--- config.mk ---
export PLATFORM = sky130hd
export DESIGN_NAME = lcd_stream_ctrl
export DESIGN_NICKNAME = d
export VERILOG_FILES = /design/src/rtl/lcd_stream_ctrl.sv
export SDC_FILE = /design/constraint.sdc
export NUM_CORES = 1
export LEC_CHECK = 0
export CAP_MARGIN = 15
export CORE_ASPECT_RATIO = 1.1
export CORE_MARGIN = 2
export CORE_UTILIZATION = 45
export DETAILED_ROUTE_END_ITERATION = 8
export PLACE_DENSITY = 0.6
export SKIP_CTS_REPAIR_TIMING = 1
export SLEW_MARGIN = 30
export SYNTH_ARGS = -nofsm -noshare
export SYNTH_HDL_FRONTEND = slang
export SYNTH_SLANG_ARGS = --single-unit
--- constraint.sdc ---
create_clock -name i_clk -period 6.55 [get_ports i_clk]
set_clock_uncertainty 0.05 [all_clocks]
set_input_delay 1.6375 -clock i_clk [delete_from_list [all_inputs] [get_ports i_clk]]
set_output_delay 1.6375 -clock i_clk [all_outputs]
set_load 0.005 [all_outputs]
--- src/rtl/lcd_stream_ctrl.sv ---
`default_nettype none
// +--------------------------------------------------------------------+
// | Module   : lcd_stream_ctrl                                         |
// | Brief    : 8-bit parallel LCD bring-up and test-pattern streamer   |
// | Revision : 1.0 - initial release                                   |
// +--------------------------------------------------------------------+
module lcd_stream_ctrl #(
  parameter int H_RES    = 48,
  parameter int V_RES    = 640,
  parameter int X_OFS    = 0,
  parameter int Y_OFS    = 0,
  parameter int WR_HALF  = 1,
  parameter int RST_LOW  = 120000,
  parameter int RST_WAIT = 1440000,
  parameter int SLP_WAIT = 1440000
) (
  input  logic       i_clk,
  input  logic       i_res_n,
  input  logic       i_frame_en,
  input  logic [1:0] i_mode,
  output logic [7:0] o_lcd_data,
  output logic       o_lcd_wr,
  output logic       o_lcd_dc,
  output logic       o_lcd_rst,
  output logic       o_frame_start
);

  typedef enum logic [2:0] {
    ST_RST_ASSERT = 3'd0,
    ST_RST_WAIT   = 3'd1,
    ST_INIT       = 3'd2,
    ST_IDLE       = 3'd3,
    ST_WIN        = 3'd4,
    ST_PIXEL      = 3'd5
  } state_t;

  localparam logic [31:0] c_last_ph   = 32'(2 * WR_HALF - 1);
  localparam logic [31:0] c_wr_half   = 32'(WR_HALF);
  localparam logic [31:0] c_rst_last  = 32'(RST_LOW - 1);
  localparam logic [31:0] c_wait_last = 32'(RST_WAIT - 1);
  localparam logic [31:0] c_slp_last  = 32'(SLP_WAIT - 1);
  localparam logic [9:0]  c_x_last    = 10'(H_RES - 1);
  localparam logic [9:0]  c_y_last    = 10'(V_RES - 1);
  localparam logic [9:0]  c_bar_last  = 10'(((H_RES / 8) > 1 ? (H_RES / 8) : 1) - 1);
  localparam logic [15:0] c_xs        = 16'(X_OFS);
  localparam logic [15:0] c_xe        = 16'(X_OFS + H_RES - 1);
  localparam logic [15:0] c_ys        = 16'(Y_OFS);
  localparam logic [15:0] c_ye        = 16'(Y_OFS + V_RES - 1);

  state_t      r_state, w_state_nxt;
  logic [31:0] r_cnt, w_cnt_nxt;
  logic [3:0]  r_idx, w_idx_nxt;
  logic [9:0]  r_x, w_x_nxt, r_y, w_y_nxt, r_bar_cnt, w_bar_cnt_nxt;
  logic [2:0]  r_bar, w_bar_nxt;
  logic        r_lo, w_lo_nxt;
  logic [1:0]  r_mode, w_mode_nxt;
  logic        w_byte_done;

  logic [15:0] w_color;
  logic        w_sending;
  logic [7:0]  w_data, r_data;
  logic        w_wr, w_dc, w_rst, w_fs;
  logic        r_wr, r_dc, r_rst, r_fs;

  assign w_byte_done = (r_cnt == c_last_ph);

  always_comb begin
    w_state_nxt   = r_state;
    w_cnt_nxt     = r_cnt + 32'd1;
    w_idx_nxt     = r_idx;
    w_x_nxt       = r_x;
    w_y_nxt       = r_y;
    w_bar_nxt     = r_bar;
    w_bar_cnt_nxt = r_bar_cnt;
    w_lo_nxt      = r_lo;
    w_mode_nxt    = r_mode;
    case (r_state)
      ST_RST_ASSERT: if (r_cnt == c_rst_last) begin
        w_state_nxt = ST_RST_WAIT;
        w_cnt_nxt   = '0;
      end
      ST_RST_WAIT: if (r_cnt == c_wait_last) begin
        w_state_nxt = ST_INIT;
        w_cnt_nxt   = '0;
        w_idx_nxt   = '0;
      end
      ST_INIT: begin
        // step 1 is the sleep-out wait between 0x11 and the pixel-format command
        if (r_idx == 4'd1) begin
          if (r_cnt == c_slp_last) begin
            w_idx_nxt = 4'd2;
            w_cnt_nxt = '0;
          end
        end else if (w_byte_done) begin
          w_cnt_nxt = '0;
          if (r_idx == 4'd4) w_state_nxt = ST_IDLE;
          else               w_idx_nxt   = r_idx + 4'd1;
        end
      end
      ST_IDLE: begin
        w_cnt_nxt = '0;
        w_idx_nxt = '0;
        if (i_frame_en) begin
          w_state_nxt = ST_WIN;
          w_mode_nxt  = i_mode;
        end
      end
      ST_WIN: if (w_byte_done) begin
        w_cnt_nxt = '0;
        if (r_idx == 4'd10) begin
          w_state_nxt   = ST_PIXEL;
          w_x_nxt       = '0;
          w_y_nxt       = '0;
          w_lo_nxt      = 1'b0;
          w_bar_nxt     = '0;
          w_bar_cnt_nxt = '0;
        end else begin
          w_idx_nxt = r_idx + 4'd1;
        end
      end
      ST_PIXEL: if (w_byte_done) begin
        w_cnt_nxt = '0;
        w_lo_nxt  = ~r_lo;
        if (r_lo) begin
          if (r_x == c_x_last) begin
            w_x_nxt       = '0;
            w_bar_nxt     = '0;
            w_bar_cnt_nxt = '0;
            if (r_y == c_y_last) w_state_nxt = ST_IDLE;
            else                 w_y_nxt     = r_y + 10'd1;
          end else begin
            w_x_nxt = r_x + 10'd1;
            // bar index tracks x / bar_width without a divider
            if (r_bar_cnt == c_bar_last) begin
              w_bar_cnt_nxt = '0;
              if (r_bar != 3'd7) w_bar_nxt = r_bar + 3'd1;
            end else begin
              w_bar_cnt_nxt = r_bar_cnt + 10'd1;
            end
          end
        end
      end
      default: begin
        w_state_nxt = ST_RST_ASSERT;
        w_cnt_nxt   = '0;
      end
    endcase
  end

  always_comb begin
    w_color = 16'hFFFF;
    case (w_mode_nxt)
      2'd1: case (w_bar_nxt)
        3'd0:    w_color = 16'hFFFF;
        3'd1:    w_color = 16'hFFE0;
        3'd2:    w_color = 16'h07FF;
        3'd3:    w_color = 16'h07E0;
        3'd4:    w_color = 16'hF81F;
        3'd5:    w_color = 16'hF800;
        3'd6:    w_color = 16'h001F;
        default: w_color = 16'h0000;
      endcase
      2'd2:    w_color = (w_x_nxt[3] ^ w_y_nxt[3]) ? 16'h0000 : 16'hFFFF;
      2'd3:    w_color = {w_y_nxt[4:0], w_x_nxt[5:0], w_x_nxt[4:0]};
      default: w_color = 16'hFFFF;
    endcase
  end

  // Outputs are decoded from the next state so the pins come straight from flops
  always_comb begin
    w_rst     = 1'b1;
    w_wr      = 1'b1;
    w_dc      = 1'b0;
    w_data    = 8'h00;
    w_fs      = 1'b0;
    w_sending = 1'b0;
    case (w_state_nxt)
      ST_RST_ASSERT: w_rst = 1'b0;
      ST_INIT: begin
        w_sending = (w_idx_nxt != 4'd1);
        case (w_idx_nxt)
          4'd0:    w_data = 8'h11;
          4'd2:    w_data = 8'h3A;
          4'd3:    begin w_data = 8'h55; w_dc = 1'b1; end
          4'd4:    w_data = 8'h29;
          default: w_data = 8'h00;
        endcase
      end
      ST_WIN: begin
        w_sending = 1'b1;
        w_dc      = 1'b1;
        w_fs      = (w_idx_nxt == 4'd0) && (w_cnt_nxt == '0);
        case (w_idx_nxt)
          4'd0:    begin w_data = 8'h2A; w_dc = 1'b0; end
          4'd1:    w_data = c_xs[15:8];
          4'd2:    w_data = c_xs[7:0];
          4'd3:    w_data = c_xe[15:8];
          4'd4:    w_data = c_xe[7:0];
          4'd5:    begin w_data = 8'h2B; w_dc = 1'b0; end
          4'd6:    w_data = c_ys[15:8];
          4'd7:    w_data = c_ys[7:0];
          4'd8:    w_data = c_ye[15:8];
          4'd9:    w_data = c_ye[7:0];
          default: begin w_data = 8'h2C; w_dc = 1'b0; end
        endcase
      end
      ST_PIXEL: begin
        w_sending = 1'b1;
        w_dc      = 1'b1;
        w_data    = w_lo_nxt ? w_color[7:0] : w_color[15:8];
      end
      default: w_rst = 1'b1;
    endcase
    if (w_sending) w_wr = (w_cnt_nxt >= c_wr_half);
  end

  always_ff @(posedge i_clk or negedge i_res_n) begin
    if (!i_res_n) begin
      r_state   <= ST_RST_ASSERT;
      r_cnt     <= '0;
      r_idx     <= '0;
      r_x       <= '0;
      r_y       <= '0;
      r_bar     <= '0;
      r_bar_cnt <= '0;
      r_lo      <= 1'b0;
      r_mode    <= '0;
      r_rst     <= 1'b0;
      r_wr      <= 1'b1;
      r_dc      <= 1'b0;
      r_data    <= 8'h00;
      r_fs      <= 1'b0;
    end else begin
      r_state   <= w_state_nxt;
      r_cnt     <= w_cnt_nxt;
      r_idx     <= w_idx_nxt;
      r_x       <= w_x_nxt;
      r_y       <= w_y_nxt;
      r_bar     <= w_bar_nxt;
      r_bar_cnt <= w_bar_cnt_nxt;
      r_lo      <= w_lo_nxt;
      r_mode    <= w_mode_nxt;
      r_rst     <= w_rst;
      r_wr      <= w_wr;
      r_dc      <= w_dc;
      r_data    <= w_data;
      r_fs      <= w_fs;
    end
  end

  assign o_lcd_rst     = r_rst;
  assign o_lcd_wr      = r_wr;
  assign o_lcd_dc      = r_dc;
  assign o_lcd_data    = r_data;
  assign o_frame_start = r_fs;

endmodule
`default_nettype wire

* After elaboration in Yosys (flattened, before gate mapping)
Index checks and enable logic that the tools add are counted.
Cells by class: equal/unequal tests 43, reduce and logical (&&, ||, !) cells 13, mux-type cells 74, bitwise logic cells 2, $add $sub $neg 6, magnitude comparators 1
Operators by type and width (number):
- 10-bit 2-to-1 mux | 17
- 32-bit 2-to-1 mux | 4
- 32-bit one-hot mux with 4 select lines | 1
- 16-bit one-hot mux with 7 select lines | 1
- 10-bit one-hot mux with 2 select lines | 3
- 3-bit 2-to-1 mux | 19
- 16-bit one-hot mux with 3 select lines | 1
- 7-bit one-hot mux with 6 select lines | 1
- 32-bit by 1-bit adder with 32-bit output (second input constant) | 1
- 32-bit by 1-bit == test with 1-bit output (second input constant) | 1
- 32-bit by 17-bit == test with 1-bit output (second input constant) | 1
- 32-bit by 21-bit == test with 1-bit output (second input constant) | 1
- 32-bit by 1-bit greater-or-equal comparator with 1-bit output (second input constant) | 1
- 32-bit zero test | 1
- 10-bit by 1-bit adder with 10-bit output (second input constant) | 3
- 4-bit 2-to-1 mux | 7
- 7-bit one-hot mux with 4 select lines | 1
- 8-bit one-hot mux with 3 select lines | 1
- 3-bit == test (second input constant) | 7
- 4-bit by 3-bit == test with 1-bit output (second input constant) | 5
- 3-bit one-hot mux with 6 select lines | 1
- 16-bit 2-to-1 mux | 1
- 4-bit one-hot mux with 4 select lines | 1
- 3-bit by 2-bit == test with 1-bit output (second input constant) | 5
- other kinds (31) | 54
Word-level totals: register bits 87, output and inout bits 12, input port bits 5, word-level logic and storage cells 155

* Longest topological paths before layout
Gate-level depths: netlist (run 1).
word-level depth 12, mapped depth 13, depth with buffers taken out 12

* Worst setup path before layout (run 1)
OpenSTA, ideal clock, no wires.
kind in2reg, from in i_frame_en, to reg r_data[5], in the netlist o_lcd_data[5], arrival time 3144 ps, data required time 6371 ps, slack 3227 ps, library setup time 129 ps, stages on the path 9, path buffers 0, cells stage by stage nand3_1 > mux2i_1 > inv_1 > nand2_1 > and3b_2 > mux2i_4 > nand2_4 > o32ai_2 > o21ai_1
On the way: cells in the longest elaborated chain, start to end 6, elaborated cells on any way between the ends 13, those cells by class 6 x eq/ne; 7 x mux
Ends and longest elaborated chain:
- start: declaration | RTL line 19 | input logic i_frame_en,
- 2-bit 2-to-1 mux * | RTL line 103 | if (i_frame_en) begin
- 2-bit 2-to-1 mux * | RTL line 77 | case (r_state)
- net w_mode_nxt[1] | RTL line 56 | logic [1:0] r_mode, w_mode_nxt;
- 2-bit == test / 2-bit by 1-bit == test with 1-bit output (equally long branches) | RTL line 152 | case (w_mode_nxt)
- 16-bit one-hot mux with 3 select lines * | RTL line 152
- 8-bit 2-to-1 mux * | RTL line 210 | w_data = w_lo_nxt ? w_color[7:0] : w_color[15:8];
- 8-bit one-hot mux with 3 select lines * | RTL line 177 | case (w_state_nxt)
- net w_data[5] | RTL line 61 | logic [7:0] w_data, r_data;
- end signal: assignment | RTL line 246 | r_data <= w_data;
- end: declaration | RTL line 61
Mark *: on every way through the listed nets, which the timed path passes. The rest lies on a longest branch. A chain may end at the register's enable or synchronous reset.

* Worst setup path in the final report (run 1)
from reg r_cnt[17], to reg r_data[3], in the netlist o_lcd_data[3]
On the way: elaborated cells on any way between the ends 57, those cells by class 21 x eq/ne; 32 x mux; 1 x bitwise; 3 x reduce/logical
RTL lines:
- start: declaration | RTL line 51 | logic [31:0] r_cnt, w_cnt_nxt;
- start signal: assignment | RTL line 235 | r_cnt <= w_cnt_nxt;
- 32-bit by 1-bit == test with 1-bit output * | RTL line 65 | assign w_byte_done = (r_cnt == c_last_ph);
- 10-bit 2-to-1 mux (on tied branches) | RTL line 121, 108
- 10-bit one-hot mux with 2 select lines * | RTL line 77
- net w_y_nxt[0] | RTL line 53 | logic [9:0] r_x, w_x_nxt, r_y, w_y_nxt, r_bar_cnt, w_bar_cnt_nxt;
- 16-bit one-hot mux with 3 select lines * | RTL line 152
- 8-bit 2-to-1 mux * | RTL line 210
- 8-bit one-hot mux with 3 select lines * | RTL line 177
- net w_data[3] | RTL line 61
Mark *: on every way through the listed nets, which the timed path passes. The rest lies on a longest branch. The select of a mux whose other input is x is not followed.

==> results by group, run 1 <==
Finish
  • Non-filler instance count after layout: 816
  • Most frequent cells in the layout: dfrtp_1, nor2_1, nand2_1
  • Share of layout cells above drive strength 1: 8.35%
  • Final core utilization: 50.2%
  • Area delta synth->final: 10.3%
  • Commonest non-fill, non-tap cell in the layout: dfrtp_1
  • Number of nets in the layout: 670
  • Antenna diodes: 0

Floorplan
  • Starting density of the core: 45.5%
  • Die Area: 13500 µm²
  • Num rows: 43
  • # IOs: 17
  • Die H: 122 µm
  • Chip Width: 111 µm
  • Core footprint: 12500 µm²

Timing
  • RSZ-0062 raised after global routing: false
  • Max Freq: 253 MHz
  • Relative slew slack: 47.3%
  • Smallest setup slack after layout: 2.60 ns
  • WHS: 0.441 ns
  • Setup violators final: 0
  • TNS Setup: 0 ns
  • Tmin final: 3.95 ns
  • Hold Fails Final Rpt: 0
  • Max-slew violations: 0
  • Tcrit/Tclk final: 60.4%
  • Worst Tran Pin Value: 0.781 ns

Route
  • Via count: 4903
  • Wire per inst: 17.0 µm
  • Drt total wl: 13.9 mm
  • Via/cell ratio: 6.01
  • DRT antenna net count: 0
  • Drt first pass iters: 7
  • Iteration-0 DRC Markers: 400
  • DRC viols: 0

Job
  • Max cap viols: 0

Worst setup path
  • CP max FO: 14
  • Reg2reg path depth: 8
  • CP endpoint kind: flip-flop
  • Worst EP arrival: 4.15 ns
  • CP Class: reg2reg
  • Worst path required time: 6.74 ns
  • Startpoint Class: flip-flop

Global routing
  • First-pass GRT wire length: 23.7 mm
  • Tot GR Track Use: 21.7%
  • Largest net degree at the start of global routing: 56
  • Antenna violations before repair: 0
  • Vias in the first global route: 4938
  • Gr ovfl total: 0

CTS
  • CTS tree: built
  • Clock H-tree levels: 3
  • Reg clk slew, reported paths: 0.07 ns
  • CTS Buf Count: 9
  • Clock sink count: 87
  • CTS root buf: clkbuf_16
  • Later-pin clock latency in the skew report: 0.35 ns
  • Clk buf depth: 2

Synth
  • Post-synth top flop: dfrtp_1
  • Synth top area share: 37.9%
  • Post-synth EDFFs: 0
  • Cell taking the most area after synthesis: dfrtp_1
  • Asr flop ratio synth: 100%
  • Synth Instances: 654
  • Syn avg cell area: 8.69 µm²
  • Seq cells post-synth: 87
  • Syn Nets: 670
  • Register area share after synthesis: 38.3%
  • Library cells used by synthesis: 80
  • Mapped cell area: 5680 µm²
  • Yosys warnings: 0
  • Synth area leaders: dfrtp_1, nor2_1, nand3_1

Min path
  • Hold Path Depth: 1
  • Worst hold path type: reg2reg

Power
  • Comb pwr share: 30.0%
  • Lkg Pwr: 2.68 nW
  • Clock power frac: 32.1%
  • Register share of total power: 37.9%
  • Max VDD drop: 127 µV
  • Pwr dens: 270 nW/µm²
  • Int Pwr: 0.00111 W
  • Net Sw Power: 0.000583 W
  • Sw Ratio: 34.5%

Place
  • Placed insts: 800
  • HPWL after DPL: 10.2 mm
  • Routability cong.: 0.913
  • Worst slack, placed: 2.39 ns
  • IO buf count: 16

Outcome
  • Status: complete, no violations
[synthesized netlist by cell type (11+ instances only)]
master,count
dfrtp_1,86
o31ai_1,15
nand2_1,50
nor3_1,19
nor2b_1,14
xnor2_1,20
clkbuf_1,22
or4_1,12
inv_1,20
nand3_1,48
nor2_1,79
and3_1,18
a21oi_1,21
nand4_1,14
ha_1,11
xor2_1,22
o21ai_0,29
[per-layer routing]
layer / vias to the layer above / global-route usage (%) / wire length, µm
met5: - / 0 / 0
met1: 2360 / 25.8 / 6060
met4: 0 / 10.1 / 439
met3: 27 / 4.43 / 512
li1: 2397 / - / -
met2: 119 / 38.0 / 6870
[registers in the layout, summed over array words and instances, names as in the netlist]
signal and count:
o_lcd_rst 1, r_idx 4, r_x 10, r_bar_cnt 10, o_lcd_wr 1, o_frame_start 1
r_y 10, r_cnt 32, r_bar 3, o_lcd_dc 1, r_mode 2, r_lo 1
r_state 3, o_lcd_data 8
[layout make-up]
cell class	count	area, µm²
Tap cell	157	196
Clock inverter	4	51.3
Multi-Input combinational cell	516	3310
Inverter	21	78.8
Timing Repair Buffer	19	180
Sequential cell	87	2180
Fill cell	1192	6220
Clock buffer	12	267
[cells by family (layout without fill, tap and decap cells)]
family / Yosys count / count (layout) / synth area share (%)
flip-flops: 87 / 87 / 38.3
buffers and inverters: 51 / 56 / 3.66
multiplexers: 8 / 8 / 1.76
AO/OA/AOI/OAI: 133 / 133 / 16.7
AND/OR/NAND/NOR: 322 / 322 / 30.6
adder cells (fa/ha/maj): 11 / 11 / 2.42
XOR/XNOR: 42 / 42 / 6.47
[worst max-delay path: stages, from the launching register on]
cell and delay [ns]:
dfrtp_1 0.47, nor4_1 0.47, nor4b_4 0.41, nand4_1 0.59
nor2_1 0.69, nand2_1 0.23, o21ai_0 0.50, a21oi_1 0.15
o31ai_1 0.29
[power by group through the flow]
stage / logic [W] / registers (W) / clock network [W]
floorplan: 0.000386 / 0.000621 / 0
finish: 0.000507 / 0.000641 / 0.000543
global route: 0.000570 / 0.000650 / 0.000581
global placement: 0.000503 / 0.000650 / 0
CTS: 0.000507 / 0.000642 / 0.000560
detailed placement: 0.000506 / 0.000651 / 0
[final timing paths]
kind | slack [ns] | from | endpoint
worst min-delay path | 0.44 | r_x[9] | r_x[9]
max in group asynchronous | 4.20 | i_res_n | r_cnt[30]
min in group asynchronous | 1.17 | i_res_n | r_bar_cnt[6]
worst min register to register | 0.44 | r_x[9] | r_x[9]
worst max register to register | 2.60 | r_cnt[17] | o_lcd_data[3]
worst max-delay path | 2.60 | r_cnt[17] | o_lcd_data[3]
[metrics by stage]
step | cell area [µm²] | total power (W)
finish | 6260 | 0.00169
global route | 6260 | 0.00180
CTS | 6260 | 0.00171
detailed placement | 5950 | 0.00116
global placement | 5950 | 0.00115
floorplan | 5680 | 0.00101
Note: power is estimated with default switching activity, not from simulation.
==> inputs of run 2 (changes only) <==
--- a/config.mk
+++ b/config.mk
@@ -10,7 +10,7 @@
 export CORE_MARGIN = 2
 export CORE_UTILIZATION = 45
 export DETAILED_ROUTE_END_ITERATION = 8
-export PLACE_DENSITY = 0.6
+export PLACE_DENSITY = 0.63
 export SKIP_CTS_REPAIR_TIMING = 1
 export SLEW_MARGIN = 30
 export SYNTH_ARGS = -nofsm -noshare
==> constraint.sdc (replaced) <==
create_clock -name i_clk -period 3.6 [get_ports i_clk]
set_clock_uncertainty 0.05 [all_clocks]
set_input_delay 0.9 -clock i_clk [delete_from_list [all_inputs] [get_ports i_clk]]
set_output_delay 0.9 -clock i_clk [all_outputs]
set_load 0.005 [all_outputs]
==> results by group, run 2 (synthesized netlist as in run 1, its figures left out) <==
Finish
  • FILL cells: 1175
  • Share of layout cells above drive strength 1: 13.0%
  • FF+latch area: 2180 µm²
  • Commonest non-fill, non-tap cell in the layout: dfrtp_1
  • Area of the multi-input gates: 3330 µm²
  • Number of nets in the layout: 702
  • Top reg by flops: r_cnt
  • Non-filler instance count after layout: 848
  • Most frequent cells in the layout: dfrtp_1, nor2_1, nand2_1
  • Area delta synth->final: 14.1%
  • Max reg flops: 32
  • Antenna diodes: 0

Power
  • Tot Pwr: 0.00308 W
  • Max VDD drop: 231 µV
  • Lkg Pwr: 2.84 nW
  • Pwr dens: 475 nW/µm²

Worst setup path
  • Startpoint Class: flip-flop
  • CP endpoint kind: flip-flop
  • Worst EP arrival: 3.65 ns
  • Worst path required time: 3.78 ns
  • CP max FO: 6
  • CP Class: reg2reg

Place
  • Routability cong.: 0.967
  • Placed insts: 831
  • IO buf count: 16
  • HPWL after DPL: 10.8 mm
  • Worst slack, placed: 0.112 ns

Route
  • Via count: 5031
  • Iteration-0 DRC Markers: 432
  • Drt first pass iters: 5
  • Via/cell ratio: 5.93
  • DRT antenna net count: 0
  • Drt total wl: 14.5 mm
  • Wire per inst: 17.1 µm
  • DRC viols: 0

Global routing
  • Tot GR Track Use: 22.0%
  • Gr ovfl total: 0
  • Antenna violations before repair: 0
  • Vias in the first global route: 5017
  • Largest net degree at the start of global routing: 42
  • First-pass GRT wire length: 24.2 mm

Timing
  • Max-slew violations: 0
  • Tcrit/Tclk final: 96.5%
  • Smallest setup slack after layout: 0.127 ns
  • TNS Setup: 0 ns
  • Relative slew slack: 49.0%
  • Tmin final: 3.47 ns
  • Worst Tran Pin Value: 0.746 ns
  • Setup violators final: 0
  • Hold Fails Final Rpt: 0
  • RSZ-0062 raised after global routing: false
  • Max Freq: 288 MHz

CTS
  • CTS Buf Count: 9
  • Later-pin clock latency in the skew report: 0.35 ns
  • Reg clk slew, reported paths: 0.07 ns
  • CTS tree: built
  • CTS root buf: clkbuf_16
  • Clock sink count: 87
  • Clock H-tree levels: 3
  • Clk buf depth: 2

Job
  • Max cap viols: 0

Floorplan
  • # IOs: 17
  • Die H: 122 µm
  • Core footprint: 12500 µm²
  • Num rows: 43
  • Die Area: 13500 µm²
  • Chip Width: 111 µm
  • Starting density of the core: 45.5%

Min path
  • Worst hold path type: reg2reg

Outcome
  • Status: complete, no violations
## run 2: cell type report
| type | count | share of cell area (%) |
|---|---|---|
| inverters | 21 | 1.22 |
| well taps | 157 | 3.03 |
| multi-input cells | 516 | 51.4 |
| clock inverters | 6 | 0.637 |
| repair buffers | 51 | 6.48 |
| clock buffers | 10 | 3.69 |
| flip-flops and latches | 87 | 33.6 |
## run 2: stage by stage
stage | instance area (µm²) | hold WS [ns] | util, %
finish | 6480 | 0.457 | 52.0
global route | 6480 | 0.465 | 52.0
CTS | 6460 | 0.451 | 51.8
detailed placement | 6180 | 0.443 | 49.5
global placement | 6180 | 0.428 | 49.5
floorplan | 5680 | 0.404 | -
## run 2: critical path: stages, from the launching register on
cell and delay, ns:
dfrtp_1 0.46, nor4_2 0.32, buf_4 0.17, nor4b_4 0.26
buf_4 0.19, nand4_1 0.29, a221oi_2 0.38, a31o_2 0.24
inv_1 0.12, nor2_2 0.17, mux2_4 0.32, a211oi_2 0.25
o31ai_1 0.11
## run 2: layer usage
metal	part of all wire (%)	track usage (%)	vias to the layer above	routed length, µm
met1	44	27.1	2422	6370
met5	0	0	-	0
met4	3.6	11.1	0	518
met3	3.3	3.13	45	484
li1	-	-	2436	-
met2	49	38.1	128	7120
## run 2: final timing paths
kind / start / end / slack (ns) / cells after the start
max in group asynchronous: i_res_n / o_lcd_wr / 2.24 / 2
hold / removal: r_x[9] / r_x[9] / 0.46 / 1
setup / recovery: r_cnt[21] / o_lcd_data[2] / 0.13 / 12
hold reg to reg: r_x[9] / r_x[9] / 0.46 / 1
setup reg to reg: r_cnt[21] / o_lcd_data[2] / 0.13 / 12
min in group asynchronous: i_res_n / r_bar_cnt[7] / 0.48 / 1
## run 2: power breakdown
group          switching, W  internal (W)
combinational      0.000602      0.000424
sequential         0.000100       0.00106
clock              0.000409      0.000489
